[src/rtl/core_insn_loader_if.sv]
// Scheduler-to-core instruction-frame bus: Start/counter/data burst, R0 init vectors and Ready.
// The scheduler drives through 'master'; each core's loader listens through 'slave'.
interface core_insn_loader_if #(
  parameter int unsigned NUM_OF_CORES   = 4,
  parameter int unsigned CNT_WIDTH      = 2,
  parameter int unsigned INSN_BUS_WIDTH = 64,
  parameter int unsigned REG_WIDTH      = 8
);
  logic [NUM_OF_CORES-1:0]           start;
  logic [CNT_WIDTH-1:0]              insn_load_cnt;
  logic [INSN_BUS_WIDTH-1:0]         insn_data;
  logic [NUM_OF_CORES-1:0]           init_r0_vect;
  logic [NUM_OF_CORES*REG_WIDTH-1:0] init_r0;
  logic                              ready;

  modport master (
    output start,
    output insn_load_cnt,
    output insn_data,
    output init_r0_vect,
    output init_r0,
    input  ready
  );

  modport slave (
    input  start,
    input  insn_load_cnt,
    input  insn_data,
    input  init_r0_vect,
    input  init_r0,
    output ready
  );
endinterface

[src/rtl/core_insn_loader.sv]
// Per-core receive stage: captures a scheduler instruction-frame burst into a local buffer,
// hands it to the core pipeline and applies the initial R0 value once per control frame.
module core_insn_loader #(
  parameter int unsigned CORE_ID        = 0,
  parameter int unsigned NUM_OF_CORES   = 4,
  parameter int unsigned INSN_LOAD_TIME = 4,
  parameter int unsigned INSN_BUS_WIDTH = 64,
  parameter int unsigned INSN_WIDTH     = 16,
  parameter int unsigned REG_WIDTH      = 8,
  parameter int unsigned CNT_WIDTH      = 2,
  localparam int unsigned IPF           = INSN_LOAD_TIME * INSN_BUS_WIDTH / INSN_WIDTH,
  localparam int unsigned AW            = $clog2(IPF)
) (
  input  logic                  clk,
  input  logic                  reset,
  core_insn_loader_if.slave     bus,
  input  logic [AW-1:0]         fetch_addr_i,
  output logic                  run_o,
  output logic [INSN_WIDTH-1:0] fetch_insn_o,
  input  logic                  core_done_i,
  output logic                  r0_we_o,
  output logic [REG_WIDTH-1:0]  r0_data_o,
  output logic                  load_err_o
);

  localparam int unsigned IPB = INSN_BUS_WIDTH / INSN_WIDTH;
  localparam logic [CNT_WIDTH-1:0] LastBeat = CNT_WIDTH'(INSN_LOAD_TIME - 1);

  typedef enum logic [1:0] {StIdle, StLoad, StRun} state_e;

  state_e                 state_q, state_d;
  logic [CNT_WIDTH-1:0]   exp_q, exp_d;
  logic                   err_q, err_d;
  logic                   r0_we_q, r0_we_d;
  logic [REG_WIDTH-1:0]   r0_data_q, r0_data_d;
  logic                   applied_q, applied_d;
  logic                   wr_en;
  logic [INSN_WIDTH-1:0]  fetch_insn_q;
  logic [INSN_WIDTH-1:0]  mem_q [IPF];

  logic                   s;
  logic                   vect;
  logic [REG_WIDTH-1:0]   r0_slice;

  assign s        = bus.start[CORE_ID];
  assign vect     = bus.init_r0_vect[CORE_ID];
  assign r0_slice = bus.init_r0[CORE_ID*REG_WIDTH +: REG_WIDTH];

  always_comb begin
    state_d   = state_q;
    exp_d     = exp_q;
    err_d     = err_q;
    wr_en     = 1'b0;
    r0_we_d   = 1'b0;
    r0_data_d = r0_data_q;
    applied_d = vect ? applied_q : 1'b0;

    unique case (state_q)
      StIdle: begin
        if (s) begin
          if (bus.insn_load_cnt == '0) begin
            wr_en = 1'b1;
            if (INSN_LOAD_TIME == 1) begin
              state_d = StRun;
            end else begin
              state_d = StLoad;
              exp_d   = CNT_WIDTH'(1);
            end
          end else begin
            err_d = 1'b1;
          end
        end
      end
      StLoad: begin
        if (!s) begin
          state_d = StIdle;
        end else if (bus.insn_load_cnt == exp_q) begin
          wr_en = 1'b1;
          if (exp_q == LastBeat) begin
            state_d = StRun;
          end else begin
            exp_d = exp_q + CNT_WIDTH'(1);
          end
        end else begin
          err_d   = 1'b1;
          state_d = StIdle;
        end
      end
      StRun: begin
        if (s) begin
          err_d = 1'b1;
        end
        if (core_done_i) begin
          state_d = StIdle;
        end
      end
      default: state_d = StIdle;
    endcase

    // R0 strobe lands in the same cycle run rises, once per control frame.
    if (state_q != StRun && state_d == StRun && vect && !applied_q) begin
      r0_we_d   = 1'b1;
      r0_data_d = r0_slice;
      applied_d = 1'b1;
    end
  end

  always_ff @(posedge clk) begin
    if (reset) begin
      state_q   <= StIdle;
      exp_q     <= '0;
      err_q     <= 1'b0;
      r0_we_q   <= 1'b0;
      r0_data_q <= '0;
      applied_q <= 1'b0;
    end else begin
      state_q   <= state_d;
      exp_q     <= exp_d;
      err_q     <= err_d;
      r0_we_q   <= r0_we_d;
      r0_data_q <= r0_data_d;
      applied_q <= applied_d;
    end
  end

  // Frame buffer is deliberately left unreset.
  always_ff @(posedge clk) begin
    if (wr_en && !reset) begin
      for (int unsigned k = 0; k < IPB; k++) begin
        mem_q[AW'(int'(bus.insn_load_cnt) * IPB + k)] <=
            bus.insn_data[k*INSN_WIDTH +: INSN_WIDTH];
      end
    end
  end

  always_ff @(posedge clk) begin
    if (reset) begin
      fetch_insn_q <= '0;
    end else begin
      fetch_insn_q <= mem_q[fetch_addr_i];
    end
  end

  assign bus.ready    = (state_q != StRun);
  assign run_o        = (state_q == StRun);
  assign fetch_insn_o = fetch_insn_q;
  assign r0_we_o      = r0_we_q;
  assign r0_data_o    = r0_data_q;
  assign load_err_o   = err_q;

endmodule

[src/flat_wrapper.sv]
// flat-port wrapper written by rule: the top's interface ports become plain ports
module core_insn_loader_flat 
#(
  parameter int unsigned CORE_ID        = 0,
  parameter int unsigned NUM_OF_CORES   = 4,
  parameter int unsigned INSN_LOAD_TIME = 4,
  parameter int unsigned INSN_BUS_WIDTH = 64,
  parameter int unsigned INSN_WIDTH     = 16,
  parameter int unsigned REG_WIDTH      = 8,
  parameter int unsigned CNT_WIDTH      = 2,
  localparam int unsigned IPF           = INSN_LOAD_TIME * INSN_BUS_WIDTH / INSN_WIDTH,
  localparam int unsigned AW            = $clog2(IPF)
)
  (clk, reset, fetch_addr_i, run_o, fetch_insn_o, core_done_i, r0_we_o, r0_data_o, load_err_o, bus_start, bus_insn_load_cnt, bus_insn_data, bus_init_r0_vect, bus_init_r0, bus_ready);
  core_insn_loader_if #(.NUM_OF_CORES(NUM_OF_CORES), .CNT_WIDTH(CNT_WIDTH), .INSN_BUS_WIDTH(INSN_BUS_WIDTH), .REG_WIDTH(REG_WIDTH)) bus_i ();
  input  logic clk;
  input  logic reset;
  input  logic [AW-1:0] fetch_addr_i;
  output logic run_o;
  output logic [INSN_WIDTH-1:0] fetch_insn_o;
  input  logic core_done_i;
  output logic r0_we_o;
  output logic [REG_WIDTH-1:0] r0_data_o;
  output logic load_err_o;
  input wire logic [$bits(bus_i.start)-1:0] bus_start;
  input wire logic [$bits(bus_i.insn_load_cnt)-1:0] bus_insn_load_cnt;
  input wire logic [$bits(bus_i.insn_data)-1:0] bus_insn_data;
  input wire logic [$bits(bus_i.init_r0_vect)-1:0] bus_init_r0_vect;
  input wire logic [$bits(bus_i.init_r0)-1:0] bus_init_r0;
  output wire logic [$bits(bus_i.ready)-1:0] bus_ready;
  assign bus_i.start = bus_start;
  assign bus_i.insn_load_cnt = bus_insn_load_cnt;
  assign bus_i.insn_data = bus_insn_data;
  assign bus_i.init_r0_vect = bus_init_r0_vect;
  assign bus_i.init_r0 = bus_init_r0;
  assign bus_ready = bus_i.ready;
  core_insn_loader #(.CORE_ID(CORE_ID), .NUM_OF_CORES(NUM_OF_CORES), .INSN_LOAD_TIME(INSN_LOAD_TIME), .INSN_BUS_WIDTH(INSN_BUS_WIDTH), .INSN_WIDTH(INSN_WIDTH), .REG_WIDTH(REG_WIDTH), .CNT_WIDTH(CNT_WIDTH)) u_core (.clk(clk), .reset(reset), .bus(bus_i), .fetch_addr_i(fetch_addr_i), .run_o(run_o), .fetch_insn_o(fetch_insn_o), .core_done_i(core_done_i), .r0_we_o(r0_we_o), .r0_data_o(r0_data_o), .load_err_o(load_err_o));
endmodule
[config.mk]
export PLATFORM = sky130hd
export DESIGN_NAME = core_insn_loader_flat
export DESIGN_NICKNAME = d
export VERILOG_FILES = /design/src/rtl/core_insn_loader_if.sv /design/src/rtl/core_insn_loader.sv /design/src/flat_wrapper.sv
export SDC_FILE = /design/constraint.sdc
export NUM_CORES = 1
export LEC_CHECK = 0
export CAP_MARGIN = 15
export CORE_MARGIN = 5
export CORE_UTILIZATION = 50
export CTS_BUF_LIST = sky130_fd_sc_hd__clkbuf_16
export DETAILED_ROUTE_END_ITERATION = 7
export PLACE_DENSITY = 0.84
export SLEW_MARGIN = 30
export SYNTH_ARGS = -nofsm -noshare
export SYNTH_HDL_FRONTEND = slang
export SYNTH_SLANG_ARGS = --single-unit
[constraint.sdc]
create_clock -name clk -period 5.5 [get_ports clk]
set_clock_uncertainty 0.15 [all_clocks]
set_input_delay 1.1 -clock clk [delete_from_list [all_inputs] [get_ports clk]]
set_output_delay 1.1 -clock clk [all_outputs]
set_load 0.05 [all_outputs]
==> impl_results.md, run 1 <==
- Die Footprint: 0.0248 mm²
- Total GRT Usage: 0.176
- 1st-pass router iterations: 6
- Root Driver: clkbuf_16
- RSZ-0062 raised after global routing: no
- Hold crit path type: reg -> reg
- Top Ports: 141
- Hold-fix buffers, CTS: 0
- Max VDD drop: 0.000260 V
- First-pass GRT wire length: 33800 µm
- P_leak: 4.37 nW
- Maximum fanout along the worst path: 34
- Pwr per Cell Area: 344 mW/mm²
- Max Fclk: 0.265 GHz
- Avg Vias per Cell: 5.75
- Die W: 158 µm
- Largest net degree at the start of global routing: 53
- IO buf count: 110
- Layout cells sized above 1: 0.149
- Final TNS setup: 0 ns
- Clock Path Buffers: 3
- Final min period: 3.78 ns
- Area contributors post-synth: edfxtp_1, mux4_2, mux2i_1, dfxtp_1, nand2b_1
- Cells after Synth: 558
- Critical Path Source Type: input port
- Antenna-violating nets left: 0
- Core area: 0.0216 mm²
- Cell taking the most area after synthesis: edfxtp_1
- CTS buffer count: 28
- GR Overflow Total: 0
- Crit Path Category: in -> reg
- Main flop type after synthesis: edfxtp_1
- Overall power: 4.55 mW
- Max_cap viols: 0
- Status: complete, no violations
- Hold_ws: 0.303 ns
- Ys async rst share: 0
- Worst slew pin tran: 0.953 ns
- Starting Density: 0.503
- WL final: 22000 µm
- Nature of the critical path endpoint: register
- #FFs+latches synth: 287
- CTS tree: built
- Fillers: 1521
- Chip Height: 158 µm
- Sequential-to-total area share from yosys stat: 0.764
- Final HPWL DP: 13800 µm
- EDFF count, synth: 256
- Post-synth cell types: 41
- Row count: 54
- Area Growth Syn to Fin: 21.7%
- Initial DRC count: 472
- Routed vias: 5640
- RePlAce Congestion: 0.759
- DRC: 0
- Average cell area after synthesis: 19.5 µm²
- NumNets Final: 792
- Synth Cell Area: 0.0109 mm²
- Synthesis warning total: 0
- Worst Path Arrival: 3.84 ns
- Final setup violating endpoints: 0
- Clock Pin Slew Worst Setup and Hold Paths: 0.06 ns
- Critical Path RT: 5.56 ns
- Max-slew violations: 0
- Routed WL per cell: 22.5 µm
- Clock Latency Late Sink: 0.53 ns
- Initial antenna violation count: 0
- H-tree Lvls: 1
- Vias in the first global route: 6052
- # clock sinks: 287
- Worst relative slew slack: 0.365
- Final hold vios: 0
- Post-CTS Resized: 0
- Post-Syn Nets: 672
- Setup Fix Bufs, Post-CTS: 0
- Tcrit/Tclk final: 0.687
- Synth top area share: 0.707
[Yosys cell counts, drive strengths merged, types with 2 or more instances]
library cell / count
edfxtp: 256
mux2i: 63
mux4: 42
dfxtp: 31
o21ai: 23
nand2: 21
nand2b: 20
buf: 15
clkbuf: 14
a221oi: 11
a21oi: 10
a22oi: 6
a311oi: 6
o2111ai: 6
nor2b: 5
inv: 4
and3b: 2
nor2: 2
nor3: 2
or2: 2
or4: 2
xor2: 2
[registers in the layout, summed over array words and instances, names as in the netlist]
register / count
u_core.applied_q: 1
u_core.mem_q: 256
u_core.fetch_insn_o: 16
u_core.r0_data_o: 8
u_core.exp_q: 2
u_core.state_q: 2
u_core.load_err_o: 1
u_core.r0_we_o: 1
[cell families (layout without fill, tap and decap cells)]
family,Yosys count,in the layout,synth area share
AOI/OAI and AO/OA,67,67,0.0419
xor gates and xnor gates,2,2,0.00161
adders and majority gates,1,1,0.00115
buffers and inverters,33,175,0.0141
DFF,287,287,0.764
muxes,105,105,0.145
other,0,1,0
and+or+nand+nor,63,63,0.0327
[layout by cell type, fill, tap and decap left out, types with 7 or more instances in the layout]
master / synthesis / final
edfxtp_1: 256 / 256
clkdlybuf4s50_1: 0 / 108
mux2i_1: 63 / 63
mux4_2: 42 / 42
dfxtp_1: 31 / 31
clkbuf_16: 0 / 29
o21ai_0: 22 / 22
nand2_1: 21 / 21
nand2b_1: 20 / 20
a221oi_1: 11 / 11
a21oi_1: 10 / 9
clkinv_1: 0 / 8
inv_1: 3 / 7
[worst paths after layout]
| check | depth (start not counted) | from | slack (ns) | to |
|---|---|---|---|---|
| worst max-delay path | 6 | bus_insn_load_cnt[1] | 1.72 | u_core.mem_q[7][11] |
| worst min-delay path | 2 | u_core.applied_q | 0.30 | u_core.applied_q |
| worst max register to register | 5 | u_core.exp_q[1] | 2.58 | u_core.mem_q[7][11] |
| worst min register to register | 2 | u_core.applied_q | 0.30 | u_core.applied_q |
[worst max-delay path: stages]
cell and delay (ns):
clkdlybuf4s50_1 0.63, xor2_1 0.19, or2_2 0.37, nor4_1 0.38
and3b_2 0.82, buf_12 0.31
[per-stage QoR]
step | instances | util | worst slack (ns) | cell area [µm²]
floorplan | 558 | - | 1.42 | 10900
global placement | 928 | 0.570 | 1.36 | 12300
detailed placement | 928 | 0.570 | 1.17 | 12300
CTS | 980 | 0.612 | 1.72 | 13200
global route | 980 | 0.612 | 1.52 | 13200
finish | 981 | 0.612 | 1.72 | 13200
[area by class of cell]
class | count | area [µm²] | area share
Timing Repair Buffer | 119 | 1210 | 0.0918
Clock buffer | 29 | 726 | 0.0548
Clock inverter | 23 | 184 | 0.0139
Antenna cell | 1 | 2.50 | 0.000189
Inverter | 4 | 15.0 | 0.00113
Multi-Input combinational cell | 238 | 2440 | 0.184
Tap cell | 280 | 350 | 0.0265
Sequential cell | 287 | 8310 | 0.627
[layer usage]
metal | track usage | part of all wire | vias up
li1 | - | - | 2508
met1 | 0.234 | 0.40 | 2872
met2 | 0.301 | 0.52 | 223
met3 | 0.0355 | 0.064 | 37
met4 | 0.0475 | 0.020 | 0
met5 | 0 | 0 | -
[where the power goes]
part / leakage [nW] / switching (mW) / internal (mW)
combinational: 1.35 / 0.159 / 0.131
clock: 0.458 / 0.767 / 1.09
sequential: 2.56 / 0.00686 / 2.39
Note: power is estimated with default switching activity, not from simulation.
==> run 2, diff against run 1 <==
clock period = 3.1 ns   (was 5.5 ns; I/O delays follow)
==> impl_results.md, run 2 (same netlist as run 1, synthesis figures left out) <==
- Worst slew pin tran: 0.680 ns (-0.273 ns)
- Final setup violating endpoints: 0 (unchanged)
- WL final: 23200 µm (+5.2%)
- Hold-fix buffers, CTS: 0 (unchanged)
- CTS buffer count: 28 (unchanged)
- Layout Cell Area excl Fill: 0.0134 mm² (+0.90%)
- Maximum fanout along the worst path: 7 (-79%)
- Initial antenna violation count: 1 (+1)
- Top Ports: 141 (unchanged)
- Worst-case reg-to-reg path depth: 5 (unchanged)
- Critical Path Source Type: register
- Most common cell after layout, fill and taps aside: edfxtp_1
- Worst Path Arrival: 2.14 ns (-1.70 ns)
- Highest metal used: met4
- Area Growth Syn to Fin: 22.8%
- Placed cell areas: 0.0125 mm² (+1.6%)
- Largest net degree at the start of global routing: 44 (-17%)
- Max-slew violations: 0 (unchanged)
- FF-to-FF setup slack: 0.69 ns (-1.89 ns)
- R2R Path End: u_core.mem_q[12][7]
- WL met2: 11800 µm (+3.3%)
- GR Overflow Total: 0 (unchanged)
- Clock Pin Slew Worst Setup and Hold Paths: 0.06 ns (about the same)
- NumNets Final: 808 (+2.0%)
- Max VDD drop: 0.000419 V (+61%)
- Nature of the critical path endpoint: primary output
- WL met3: 1670 µm (+18%)
- Antenna-violating nets left: 0 (unchanged)
- Total GRT Usage: 0.187 (+0.0107)
- Crit Reg-Reg Startpoint: u_core.exp_q[0]
- Post-CTS Resized: 0 (unchanged)
- Cells on Worst Hold Path: 2 (unchanged)
- Root Driver: clkbuf_16
- H-tree Lvls: 1 (unchanged)
- Vias in the first global route: 6291 (+3.9%)
- Critical hold path startpoint: u_core.applied_q
- First-pass GRT wire length: 35500 µm (+5.1%)
- Core area: 0.0216 mm² (unchanged)
- DRC: 0 (unchanged)
- Clock Path Buffers: 3 (unchanged)
- Hold crit path type: reg -> reg
- Layout cells sized above 1: 0.155 (+0.00646)
- M1 WL: 9020 µm (+2.8%)
- Setup Fix Bufs, Post-CTS: 0 (unchanged)
- Final min period: 2.91 ns
- Die W: 158 µm (unchanged)
- Max_cap viols: 0 (unchanged)
- Starting Density: 0.503 (unchanged)
- Fin worst setup slack: 0.194 ns (-1.53 ns)
- IO buf count: 110 (unchanged)
- Clock Latency Late Sink: 0.53 ns (about the same)
- P_leak: 4.47 nW (+2.4%)
- Tcrit/Tclk final: 0.937
- Final HPWL DP: 14800 µm (+7.4%)
- Die Footprint: 0.0248 mm² (unchanged)
- Routed vias: 5777 (+2.4%)
- Routed WL per cell: 23.3 µm (+3.5%)
- # clock sinks: 287 (unchanged)
- Max Fclk: 0.344 GHz
- Initial DRC count: 569 (+21%)
- Critical Path RT: 2.33 ns (-3.23 ns)
- Most frequent cells in the layout: edfxtp_1, clkdlybuf4s50_1, mux2i_1, mux4_2, dfxtp_1
- RePlAce Congestion: 0.791 (+4.2%)
- RSZ-0062 raised after global routing: no
- 1st-pass router iterations: 5 (-1)
- Pre-CTS setup slack: -0.00500 ns (-1.17 ns)
- CTS tree: built
- Register with the most flip-flops: u_core.mem_q
- Fillers: 1469 (-3.4%)
- Row count: 54 (unchanged)
- Avg Vias per Cell: 5.79 (+0.79%)
- Pwr per Cell Area: 589 mW/mm² (+71%)
- Hold Crit Endpoint: u_core.applied_q
- Max reg flops: 256 (unchanged)
- Status: complete, no violations
- Worst relative slew slack: 0.546 (+0.181)
- Final hold vios: 0 (unchanged)
- Chip Height: 158 µm (unchanged)
- Crit Path Category: reg -> out
run 2: cell count changes in the layout (fill, tap and decap cells not counted), sizes merged:
cell,before,now
clkinvlp,2,1
clkinv,14,4
inv,8,21
buf,11,27
bufinv,3,1
run 2: metrics by stage:
step	util	total power, mW	hold slack [ns]	TNS, ns	instances
floorplan	-	4.61	0.283	-32.19	558
global placement	0.579	4.85	0.290	0	944
detailed placement	0.579	4.88	0.300	-0.0969	944
CTS	0.618	7.92	0.318	0	996
global route	0.618	8.11	0.348	0	997
finish	0.618	7.87	0.316	0	997
run 2: area by class of cell:
type | instances | area [µm²] | area share
inverter | 4 | 15.0 | 0.00112
clock buffer | 29 | 726 | 0.0543
sequential | 287 | 8310 | 0.622
tap | 280 | 350 | 0.0262
multi-input combinational | 238 | 2430 | 0.182
antenna | 1 | 2.50 | 0.000187
timing repair buffer | 135 | 1410 | 0.105
clock inverter | 23 | 116 | 0.00871
run 2: per-layer routing:
metal | GRT usage | vias up
li1 | - | 2545
met4 | 0.0655 | 0
met1 | 0.250 | 2898
met5 | 0 | -
met2 | 0.313 | 281
met3 | 0.0349 | 53
run 2: worst max-delay path by stage:
stage,slack [ns],to,depth (start not counted),start
after floorplan,-0.50,u_core.mem_q[0][0],3,reset
after global placement,0.12,u_core.mem_q[13][0],6,bus_insn_load_cnt[1]
after detailed placement,-0.005,u_core.mem_q[15][7],6,bus_insn_load_cnt[0]
after CTS,0.18,bus_ready,3,u_core.state_q[0]
after global routing,0.09,bus_ready,3,u_core.state_q[0]
final,0.19,bus_ready,3,u_core.state_q[0]
run 2: worst max-delay path: stages, from the launching register on:
cell	delay, ns
dfxtp_1	0.50
inv_1	0.18
nand2_1	0.13
clkdlybuf4s50_1	0.81
run 2: where the power goes:
part / internal (mW) / total [mW] / switching, mW
registers: 4.25 / 4.26 / 0.0141
clock network: 1.75 / 3.07 / 1.32
logic: 0.246 / 0.537 / 0.291
==> run 3, diff against run 2 <==
CTS_BUF_LIST = sky130_fd_sc_hd__clkbuf_4 sky130_fd_sc_hd__clkbuf_8   (was sky130_fd_sc_hd__clkbuf_16)
MAX_ROUTING_LAYER = met4   (was unset)
REMOVE_ABC_BUFFERS = 1   (was unset)
==> impl_results.md, run 3 (same netlist as run 1, synthesis figures left out) <==
- Layout cells sized above 1: 0.205 (+0.0498)
- Final HPWL DP: 14300 µm (-3.5%)
- Initial DRC count: 476 (-16%)
- Pre-CTS setup slack: 0.0166 ns (+0.0216 ns)
- Initial antenna violation count: 4 (+3)
- Max reg flops: 256 (unchanged)
- GR Overflow Total: 0 (unchanged)
- Crit Path Category: reg -> out
- Hold-fix buffers, CTS: 0 (unchanged)
- Final hold vios: 0 (unchanged)
- Routed vias: 5847 (+1.2%)
- CTS buffer count: 45 (+61%)
- Layout Cell Area excl Fill: 0.0134 mm² (+0.27%)
- Nature of the critical path endpoint: primary output
- Final core utilization: 0.620 (+0.00168)
- Non-Filler Instances: 1032 (+3.5%)
- First-pass GRT wire length: 33900 µm (-4.5%)
- Inst Count DP: 946 (+0.21%)
- Critical path origin: u_core.state_q[0]
- Crit Reg-Reg Startpoint: u_core.exp_q[0]
- Chip Height: 158 µm (unchanged)
- H-tree Lvls: 2 (+1)
- Die Footprint: 0.0248 mm² (unchanged)
- Most frequent cells in the layout: edfxtp_1, clkdlybuf4s50_1, mux2i_1, clkbuf_8, mux4_2
- Die W: 158 µm (unchanged)
- Worst Path Arrival: 2.12 ns (-0.02 ns)
- Avg Vias per Cell: 5.67 (-2.2%)
- RePlAce Congestion: 0.836 (+5.7%)
- Clock Path Buffers: 3 (unchanged)
- CTS tree: built
- Top Ports: 141 (unchanged)
- Core area: 0.0216 mm² (unchanged)
- Vias in the first global route: 6276 (-0.24%)
- Maximum fanout along the worst path: 7 (unchanged)
- Post-CTS Resized: 0 (unchanged)
- Tcrit/Tclk final: 0.932 (-0.00551)
- Final TNS setup: 0 ns (unchanged)
- 1st-pass router iterations: 5 (unchanged)
- Largest net degree at the start of global routing: 65 (+48%)
- Setup Fix Bufs, Post-CTS: 0 (unchanged)
- Max Fclk: 0.346 GHz (+0.59%)
- Critical Path RT: 2.33 ns (about the same)
- WL final: 22100 µm (-4.5%)
- Root Driver: clkbuf_8
- Area Growth Syn to Fin: 23.1%
- Antenna-violating nets left: 0 (unchanged)
- Final min period: 2.89 ns (-0.0171 ns)
- IO buf count: 110 (unchanged)
- Final setup violating endpoints: 0 (unchanged)
- Fin worst setup slack: 0.211 ns (+0.0171 ns)
- Worst slew pin tran: 0.628 ns (-0.0522 ns)
- Clock Latency Late Sink: 0.54 ns (about the same)
- Placed cell areas: 0.0125 mm² (+0.12%)
- Clock Pin Slew Worst Setup and Hold Paths: 0.06 ns (about the same)
- Worst relative slew slack: 0.581 (+0.0349)
- NumNets Final: 827 (+2.4%)
- Starting Density: 0.503 (unchanged)
- Critical hold path startpoint: u_core.applied_q
- Row count: 54 (unchanged)
- Max VDD drop: 0.000291 V (-31%)
- # clock sinks: 287 (unchanged)
- Hold_ws: 0.315 ns (-0.000951 ns)
- RSZ-0062 raised after global routing: no
- Max_cap viols: 0 (unchanged)
- Critical Path Source Type: register
- Most common cell after layout, fill and taps aside: edfxtp_1
- Routed WL per cell: 21.5 µm (-7.8%)
- Pwr per Cell Area: 579 mW/mm² (-1.7%)
- Register with the most flip-flops: u_core.mem_q
- DRC: 0 (unchanged)
- Total GRT Usage: 0.185 (-0.00239)
- Hold crit path type: reg -> reg
- P_leak: 4.47 nW (about the same)
- Status: complete, no violations
- Max-slew violations: 0 (unchanged)
- Overall power: 7.75 mW (-1.5%)
## run 3: changes by cell type in the layout (fill, tap and decap cells not counted), sizes merged
cell / previous run / this run
bufinv: 1 / 0
clkinv: 4 / 16
inv: 21 / 4
clkbuf: 29 / 64
diode: 1 / 5
buf: 27 / 29
## run 3: routing by layer
metal	GRT usage	vias to the layer above	share of wire	wire [µm]
met5	-	-	0	0
met1	0.228	2947	0.40	8790
li1	-	2600	-	-
met2	0.300	253	0.50	11100
met4	0.0492	0	0.015	341
met3	0.0564	47	0.086	1910
## run 3: cell type report
type	count	area, µm²
Multi-Input combinational cell	238	2430
Fill cell	1477	8230
Clock buffer	64	774
Timing Repair Buffer	137	1420
Antenna cell	5	12.5
Inverter	4	15.0
Tap cell	280	350
Sequential cell	287	8310
Clock inverter	17	78.8
## run 3: worst paths after layout
path	cells after the start	to	slack [ns]
worst max-delay path	3	bus_ready	0.21
worst min-delay path	2	u_core.applied_q	0.31
worst max register to register	5	u_core.mem_q[11][8]	0.68
worst min register to register	2	u_core.applied_q	0.31
## run 3: worst max-delay path, stage by stage, from the launching register on
cell             delay, ns
dfxtp_1               0.49
inv_1                 0.17
nand2_1               0.12
clkdlybuf4s50_1       0.81
## run 3: report_power, final
group	internal, mW	switching, mW	total [mW]	leakage (nW)
clock	1.61	1.35	2.96	0.456
combinational	0.246	0.283	0.530	1.46
sequential	4.25	0.0134	4.26	2.56
total	6.10	1.65	7.75	4.47
